## config.mk

```make
export PLATFORM = sky130hd
export DESIGN_NAME = ps2_host_transmitter_flat
export DESIGN_NICKNAME = d
export VERILOG_FILES = /design/src/rtl/ps2_pkg.sv /design/src/rtl/ps2_host_transmitter_if.sv /design/src/rtl/ps2_line_filter.sv /design/src/rtl/ps2_host_transmitter.sv /design/src/flat_wrapper.sv
export SDC_FILE = /design/constraint.sdc
export NUM_CORES = 1
export LEC_CHECK = 0
export BUFFER_PORTS_ARGS = -buffer_cell sky130_fd_sc_hd__buf_2
export CAP_MARGIN = 20
export CORE_ASPECT_RATIO = 1.2
export CORE_MARGIN = 2
export CORE_UTILIZATION = 36
export DETAILED_ROUTE_END_ITERATION = 16
export HOLD_SLACK_MARGIN = 0.08
export PLACE_DENSITY = 0.63
export SLEW_MARGIN = 20
export SYNTH_ARGS = -nofsm -noshare
export SYNTH_HDL_FRONTEND = slang
export SYNTH_SLANG_ARGS = --single-unit
```

## constraint.sdc

```tcl
create_clock -name main_clk -period 5.8 [get_ports main_clk]
set_input_delay 0.29 -clock main_clk [delete_from_list [all_inputs] [get_ports main_clk]]
set_output_delay 0.29 -clock main_clk [all_outputs]
set_load 0.01 [all_outputs]
```

## src/rtl/ps2_pkg.sv

```systemverilog
// Shared PS/2 types, error codes and default timing for the host transmitter and receiver.
// Latency: n/a (declarations only).
// Backpressure: n/a.
package ps2_pkg;

    typedef enum logic [2:0] {
        IDLE,
        INHIBIT,
        REQUEST,
        SHIFT,
        ACK,
        WAIT_RELEASE,
        FINISH
    } ps2_state_t;

    typedef logic [1:0] ps2_err_t;

    localparam ps2_err_t PS2_OK      = 2'd0;
    localparam ps2_err_t PS2_ERR_REQ = 2'd1;
    localparam ps2_err_t PS2_ERR_PKT = 2'd2;
    localparam ps2_err_t PS2_ERR_ACK = 2'd3;

    // Defaults for an 83.333 MHz main_clk.
    localparam int PS2_INHIBIT_CYCLES     = 9000;     // ~108 us clock-low request
    localparam int PS2_FILTER_CYCLES      = 8;
    localparam int PS2_REQ_TIMEOUT_CYCLES = 1250000;  // 15 ms
    localparam int PS2_PKT_TIMEOUT_CYCLES = 166667;   // 2 ms

    function automatic int max_int(input int a, input int b);
        return (a > b) ? a : b;
    endfunction

endpackage

```

## src/rtl/ps2_host_transmitter_if.sv

```systemverilog
// Command handshake between a requester and the PS/2 host transmitter.
// Latency: n/a (wiring only).
// Backpressure: tx_ready gates acceptance; a transfer happens on tx_valid && tx_ready.
// Signals: tx_valid/tx_data from requester; tx_ready, busy, done_pulse, error_code back.
interface ps2_host_transmitter_if;
    import ps2_pkg::*;

    logic       tx_valid;
    logic       tx_ready;
    logic [7:0] tx_data;
    logic       busy;
    logic       done_pulse;
    ps2_err_t   error_code;

    modport master (
        output tx_valid, tx_data,
        input  tx_ready, busy, done_pulse, error_code
    );

    modport slave (
        input  tx_valid, tx_data,
        output tx_ready, busy, done_pulse, error_code
    );

endinterface

```

## src/rtl/ps2_line_filter.sv

```systemverilog
// Synchronises one asynchronous PS/2 pin and debounces it with a stability counter.
// Latency: 2 sync cycles + FILTER_CYCLES cycles of stable input before level follows.
// Backpressure: none; free-running.
// Ports: main_clk, reset (sync, active-high), raw (async pin), level (filtered, resets to 1).
module ps2_line_filter #(
    parameter int FILTER_CYCLES = 8
) (
    input  logic main_clk,
    input  logic reset,
    input  logic raw,
    output logic level
);

    localparam int FW = $clog2(FILTER_CYCLES) + 1;
    localparam logic [FW-1:0] LAST = FW'(FILTER_CYCLES - 1);

    logic [1:0]    sync_q;
    logic [FW-1:0] cnt_q;

    always_ff @(posedge main_clk) begin
        if (reset) begin
            sync_q <= 2'b11;
            cnt_q  <= '0;
            level  <= 1'b1;
        end else begin
            sync_q <= {sync_q[0], raw};
            // Any cycle agreeing with the current level restarts the stability window.
            if (sync_q[1] == level) begin
                cnt_q <= '0;
            end else if (cnt_q >= LAST) begin
                level <= sync_q[1];
                cnt_q <= '0;
            end else begin
                cnt_q <= cnt_q + FW'(1);
            end
        end
    end

endmodule

```

## src/rtl/ps2_host_transmitter.sv

```systemverilog
// Sends one command byte host-to-device on PS/2 and checks the device acknowledge.
// Latency: INHIBIT_CYCLES of clock hold, then paced by the device clock; done_pulse ends every transfer.
// Backpressure: tx_ready only in IDLE; tx_valid while busy is ignored.
// Ports: main_clk, reset, tx_if (slave handshake), rx_inhibit, raw pins in, open-drain pulldowns out.
module ps2_host_transmitter
    import ps2_pkg::*;
#(
    parameter int INHIBIT_CYCLES     = PS2_INHIBIT_CYCLES,
    parameter int FILTER_CYCLES      = PS2_FILTER_CYCLES,
    parameter int REQ_TIMEOUT_CYCLES = PS2_REQ_TIMEOUT_CYCLES,
    parameter int PKT_TIMEOUT_CYCLES = PS2_PKT_TIMEOUT_CYCLES
) (
    input  logic                        main_clk,
    input  logic                        reset,
    ps2_host_transmitter_if.slave       tx_if,
    output logic                        rx_inhibit,
    input  logic                        ps2_clock_in,
    input  logic                        ps2_data_in,
    output logic                        ps2_clock_pulldown,
    output logic                        ps2_data_pulldown
);

    localparam int MAX_CYC = max_int(max_int(INHIBIT_CYCLES, FILTER_CYCLES),
                                     max_int(REQ_TIMEOUT_CYCLES, PKT_TIMEOUT_CYCLES));
    localparam int CNT_W = $clog2(MAX_CYC) + 1;
    typedef logic [CNT_W-1:0] cnt_t;

    localparam cnt_t INH_DATA = cnt_t'(INHIBIT_CYCLES - 2);
    localparam cnt_t INH_LAST = cnt_t'(INHIBIT_CYCLES - 1);
    localparam cnt_t REQ_LAST = cnt_t'(REQ_TIMEOUT_CYCLES - 1);
    localparam cnt_t PKT_LAST = cnt_t'(PKT_TIMEOUT_CYCLES - 1);

    ps2_state_t state_q, state_d;
    cnt_t       cnt_q, cnt_d, cnt_inc;
    cnt_t       pkt_q, pkt_d, pkt_inc;
    logic [3:0] edge_q, edge_d, n;
    logic [7:0] byte_q, byte_d;
    logic       parity_q, parity_d;
    logic       ack_err_q, ack_err_d;
    ps2_err_t   err_q, err_d;
    logic       clk_pd_q, clk_pd_d;
    logic       data_pd_q, data_pd_d;
    logic       clk_f, data_f, clk_f_prev, clk_fall;

    ps2_line_filter #(.FILTER_CYCLES(FILTER_CYCLES)) u_clk_filter (
        .main_clk (main_clk),
        .reset    (reset),
        .raw      (ps2_clock_in),
        .level    (clk_f)
    );

    ps2_line_filter #(.FILTER_CYCLES(FILTER_CYCLES)) u_data_filter (
        .main_clk (main_clk),
        .reset    (reset),
        .raw      (ps2_data_in),
        .level    (data_f)
    );

    assign clk_fall = clk_f_prev & ~clk_f;
    // Counters stick at all-ones instead of wrapping.
    assign cnt_inc  = (cnt_q == '1) ? cnt_q : cnt_q + cnt_t'(1);
    assign pkt_inc  = (pkt_q == '1) ? pkt_q : pkt_q + cnt_t'(1);

    always_comb begin
        state_d   = state_q;
        cnt_d     = cnt_q;
        pkt_d     = pkt_q;
        edge_d    = edge_q;
        byte_d    = byte_q;
        parity_d  = parity_q;
        ack_err_d = ack_err_q;
        err_d     = err_q;
        clk_pd_d  = clk_pd_q;
        data_pd_d = data_pd_q;
        n         = edge_q + 4'd1;

        case (state_q)
            IDLE: begin
                cnt_d = '0;
                if (tx_if.tx_valid) begin
                    byte_d    = tx_if.tx_data;
                    parity_d  = ~^tx_if.tx_data;
                    edge_d    = '0;
                    ack_err_d = 1'b0;
                    err_d     = PS2_OK;
                    clk_pd_d  = 1'b1;
                    state_d   = INHIBIT;
                end
            end
            INHIBIT: begin
                cnt_d    = cnt_inc;
                clk_pd_d = 1'b1;
                // Start bit goes low on the final inhibit cycle, before the clock is released.
                if (cnt_q >= INH_DATA) data_pd_d = 1'b1;
                if (cnt_q >= INH_LAST) begin
                    clk_pd_d  = 1'b0;
                    data_pd_d = 1'b1;
                    cnt_d     = '0;
                    state_d   = REQUEST;
                end
            end
            REQUEST: begin
                cnt_d = cnt_inc;
                if (clk_fall) begin
                    data_pd_d = ~byte_q[0];
                    pkt_d     = '0;
                    edge_d    = '0;
                    state_d   = SHIFT;
                end else if (cnt_q >= REQ_LAST) begin
                    data_pd_d = 1'b0;
                    err_d     = PS2_ERR_REQ;
                    state_d   = FINISH;
                end
            end
            SHIFT, ACK, WAIT_RELEASE: begin
                pkt_d = pkt_inc;
                if (pkt_q >= PKT_LAST) begin
                    clk_pd_d  = 1'b0;
                    data_pd_d = 1'b0;
                    err_d     = PS2_ERR_PKT;
                    state_d   = FINISH;
                end else begin
                    case (state_q)
                        SHIFT: begin
                            if (clk_fall) begin
                                edge_d = n;
                                if (n <= 4'd7)       data_pd_d = ~byte_q[n[2:0]];
                                else if (n == 4'd8)  data_pd_d = ~parity_q;
                                else if (n == 4'd9)  data_pd_d = 1'b0;
                                else begin
                                    // The device must already hold data low on this fall.
                                    ack_err_d = data_f;
                                    state_d   = ACK;
                                end
                            end
                        end
                        ACK: state_d = WAIT_RELEASE;
                        WAIT_RELEASE: begin
                            if (clk_f && data_f) begin
                                err_d   = ack_err_q ? PS2_ERR_ACK : PS2_OK;
                                state_d = FINISH;
                            end
                        end
                        default: ;
                    endcase
                end
            end
            FINISH: begin
                clk_pd_d  = 1'b0;
                data_pd_d = 1'b0;
                state_d   = IDLE;
            end
            default: state_d = IDLE;
        endcase
    end

    always_ff @(posedge main_clk) begin
        if (reset) begin
            state_q    <= IDLE;
            cnt_q      <= '0;
            pkt_q      <= '0;
            edge_q     <= '0;
            byte_q     <= '0;
            parity_q   <= 1'b0;
            ack_err_q  <= 1'b0;
            err_q      <= PS2_OK;
            clk_pd_q   <= 1'b0;
            data_pd_q  <= 1'b0;
            clk_f_prev <= 1'b1;
        end else begin
            state_q    <= state_d;
            cnt_q      <= cnt_d;
            pkt_q      <= pkt_d;
            edge_q     <= edge_d;
            byte_q     <= byte_d;
            parity_q   <= parity_d;
            ack_err_q  <= ack_err_d;
            err_q      <= err_d;
            clk_pd_q   <= clk_pd_d;
            data_pd_q  <= data_pd_d;
            clk_f_prev <= clk_f;
        end
    end

    assign tx_if.tx_ready   = (state_q == IDLE);
    assign tx_if.busy       = (state_q != IDLE);
    assign tx_if.done_pulse = (state_q == FINISH);
    assign tx_if.error_code = err_q;
    assign rx_inhibit       = (state_q != IDLE);
    assign ps2_clock_pulldown = clk_pd_q;
    assign ps2_data_pulldown  = data_pd_q;

endmodule

```

## src/flat_wrapper.sv

```systemverilog
// flat-port wrapper written by rule: the top's interface ports become plain ports
module ps2_host_transmitter_flat import ps2_pkg::*;
#(
    parameter int INHIBIT_CYCLES     = PS2_INHIBIT_CYCLES,
    parameter int FILTER_CYCLES      = PS2_FILTER_CYCLES,
    parameter int REQ_TIMEOUT_CYCLES = PS2_REQ_TIMEOUT_CYCLES,
    parameter int PKT_TIMEOUT_CYCLES = PS2_PKT_TIMEOUT_CYCLES
)
  (main_clk, reset, rx_inhibit, ps2_clock_in, ps2_data_in, ps2_clock_pulldown, ps2_data_pulldown, tx_if_tx_valid, tx_if_tx_data, tx_if_tx_ready, tx_if_busy, tx_if_done_pulse, tx_if_error_code);
  ps2_host_transmitter_if tx_if_i ();
  input  logic main_clk;
  input  logic reset;
  output logic rx_inhibit;
  input  logic ps2_clock_in;
  input  logic ps2_data_in;
  output logic ps2_clock_pulldown;
  output logic ps2_data_pulldown;
  input wire logic [$bits(tx_if_i.tx_valid)-1:0] tx_if_tx_valid;
  input wire logic [$bits(tx_if_i.tx_data)-1:0] tx_if_tx_data;
  output wire logic [$bits(tx_if_i.tx_ready)-1:0] tx_if_tx_ready;
  output wire logic [$bits(tx_if_i.busy)-1:0] tx_if_busy;
  output wire logic [$bits(tx_if_i.done_pulse)-1:0] tx_if_done_pulse;
  output wire logic [$bits(tx_if_i.error_code)-1:0] tx_if_error_code;
  assign tx_if_i.tx_valid = tx_if_tx_valid;
  assign tx_if_i.tx_data = tx_if_tx_data;
  assign tx_if_tx_ready = tx_if_i.tx_ready;
  assign tx_if_busy = tx_if_i.busy;
  assign tx_if_done_pulse = tx_if_i.done_pulse;
  assign tx_if_error_code = tx_if_i.error_code;
  ps2_host_transmitter #(.INHIBIT_CYCLES(INHIBIT_CYCLES), .FILTER_CYCLES(FILTER_CYCLES), .REQ_TIMEOUT_CYCLES(REQ_TIMEOUT_CYCLES), .PKT_TIMEOUT_CYCLES(PKT_TIMEOUT_CYCLES)) u_core (.main_clk(main_clk), .reset(reset), .tx_if(tx_if_i), .rx_inhibit(rx_inhibit), .ps2_clock_in(ps2_clock_in), .ps2_data_in(ps2_data_in), .ps2_clock_pulldown(ps2_clock_pulldown), .ps2_data_pulldown(ps2_data_pulldown));
endmodule
```

==> flow_summary.toml <==
[timing]
setup_viol = 0
finalMaxSlewViolations = 0
fin_worst_skew_ps = 7.26
maxSlewHeadroom_pct = 46.5
rsz0062_at_grt = "no"
setup_tns_ps = 0
tightest_slew_ps = 794
max_freq_ghz = 0.381
hold_violations = 0
holdWs_ps = 142
fin_crit_ps = 2630
finalCritPeriodShare_pct = 45.3

[clock_network]
numCtsBuffers = 9
cts_sinks = 80
root_buffer = "clkbuf_16"
clk_latency_ps = 330
cts_tree = "yes"
ctsHoldBuffers = 0
cts.clk_slew.worst_paths_ps = 60
post_cts_resized = 0
cts.htree.levels = 3
clockBufferDepth = 2
cts_setup_buffers = 0

[die]
die_h_um = 126
pin_count = 21
die_w_um = 106
start_util_pct = 36.7
row_count = 44
dieArea_mm2 = 0.0133
core_area_mm2 = 0.0121

[yosys]
synth_top_area_share_pct = 36.0
synth_most_common_cell = "dfxtp_1"
synth.distinct_cells = 71
synth_cells = 550
synth_nets = 571
synth_area_leaders = "dfxtp_1, xnor2_1, nor2_1"
async_flop_share_pct = 0
synth_common_cells = "dfxtp_1, nor2_1, nand2_1, a21oi_1, xnor2_1"
synth_ff_type = "dfxtp_1"
avgSynthCellArea_um2 = 8.09
ys_ff_latch = 80
yosysTopAreaCell = "dfxtp_1"
yosysSeqAreaShare_pct = 36.0
yosysWarnings = 0
synth_edf_count = 0
netlist_area_mm2 = 0.00445

[global_route]
grt_pass1_vias = 3675
grt_max_degree = 41
grt_pass1_wl_mm = 16.9
grtUsageTotal_pct = 15.2
antenna_found_initial = 0
overflow = 0

[min_path]
hold_path_depth = 2
min-delay-start = "ps2_clock_in"
holdPathEnd = "u_core.u_clk_filter.sync_q[0]"
hp-class = "input pin to flop"

[setup_path]
rrSetupSlack_ps = 3170
r2r_start = "u_core.pkt_q[0]"
cp_data_required_time_ps = 6020
criticalPathCategory = "flop to flop"
r2r_cells = 8
worstPathMaxFanout = 6
setup.worst_path.start_class = "flop"
critPathCaptureType = "flop"
critPathArrivalTime_ps = 2850
r2r-end = "u_core.ps2_data_pulldown"

[place]
place_congestion = 0.846
port-buffer-count = 20
dpl.hpwl_mm = 7.07

[pwr]
ir_worst_vdd_mv = 0.134
leakagePower_uw = 0.00169
powerDensity_mw_per_mm2 = 322

[route]
firstDrtPassIters = 4
vias = 3864
drc = 0
drtAntennaViolNets = 0
drt_iter0_drc = 184
vias_per_cell = 5.38
totalWireLength_mm = 9.92
drt-wirelength-per-cell_um = 13.8

[run_status]
status = "finished clean"

[layout]
layout.nets = 573
drive_gt1_share_pct = 11.0
antenna_cells = 0
syn2layout_area_growth_pct = 10.1

[run]
drv_cap = 0
-- worst max-delay path, cell delays in order (launching register included) --
cell and delay, ps:
dfxtp_1 420, inv_1 70, ha_1 190, o31ai_1 270, a211oi_2 150, o41a_1 540, nor2_1 360, a2111oi_0 190
a221oi_1 320
-- sequential cells by signal, indices dropped and copies added (netlist names) --
register and cells:
u_core.clk_f_prev 1, u_core.u_data_filter.cnt_q 4, u_core.u_data_filter.sync_q 2, u_core.tx_if.error_code 2, u_core.pkt_q 22, u_core.ps2_data_pulldown 1
u_core.u_data_filter.level 1, u_core.u_clk_filter.level 1, u_core.u_clk_filter.cnt_q 4, u_core.ps2_clock_pulldown 1, u_core.cnt_q 22, u_core.ack_err_q 1
u_core.u_clk_filter.sync_q 2, u_core.byte_q 8, u_core.edge_q 4, u_core.state_q 3, u_core.parity_q 1
-- worst max-delay path by stage --
| stage | from | to | cells after the start |
|---|---|---|---|
| after CTS | u_core.state_q[0] | u_core.cnt_q[1] | 5 |
| after floorplan | u_core.pkt_q[0] | u_core.state_q[0] | 8 |
| final | u_core.pkt_q[0] | u_core.ps2_data_pulldown | 8 |
| after global routing | u_core.pkt_q[0] | u_core.ps2_data_pulldown | 8 |
| after detailed placement | u_core.state_q[0] | u_core.cnt_q[1] | 5 |
| after global placement | u_core.pkt_q[0] | u_core.ps2_data_pulldown | 8 |
-- layout by cell type, fill, tap and decap left out, drive strengths merged, types with 8 or more instances in the layout --
cell / count
inv: 20
or3: 9
o21ai: 16
buf: 21
ha: 8
nand2: 48
nor2: 74
nor3: 25
nand4: 14
nand3: 31
a21oi: 33
nor4: 14
clkbuf: 14
xor2: 14
xnor2: 32
dfxtp: 80
-- power by group --
group | switching, uW | leakage, uW | internal [uW]
Clock | 217 | 0.000137 | 314
Sequential | 51.9 | 0.000648 | 589
Combinational | 252 | 0.000902 | 154
Total | 521 | 0.00169 | 1060
-- through the flow --
stage	util, %	area [um2]	power (uW)	cells	worst slack, ps
after floorplan	-	4450	963	550	3520
after global placement	38.1	4620	1050	702	3230
after detailed placement	38.1	4620	1060	702	3190
after CTS	40.4	4890	1590	718	3160
after global routing	40.5	4900	1670	718	2960
final	40.5	4900	1580	718	3170
-- final cells by class --
class	count	area, um2
clock buffers	14	264
clock inverters	2	13.8
fillers	1272	7210
inverters	21	78.8
multi-input cells	419	2630
flip-flops and latches	80	1600
well taps	161	201
repair buffers	21	108
-- cells by family after synthesis --
kind of cell    Yosys count  synth area share, %
compound gates           99                 15.8
buf+inv                  51                 5.00
simple gates            261                 30.1
flops                    80                 36.0
mux                       5                 1.80
fa+ha+maj                 8                 2.25
xor+xnor                 46                 9.05
-- routing by layer --
| metal | share of wire, % | track usage, % | up-vias | wire length [um] |
|---|---|---|---|---|
| met1 | 45 | 18.8 | 1845 | 4470 |
| met4 | 1.4 | 5.26 | 0 | 141 |
| met2 | 51 | 26.3 | 49 | 5040 |
| met5 | 0 | 0 | - | 0 |
| met3 | 2.6 | 3.16 | 9 | 262 |
| li1 | - | - | 1961 | - |
Note: power is estimated with default switching activity, not from simulation.
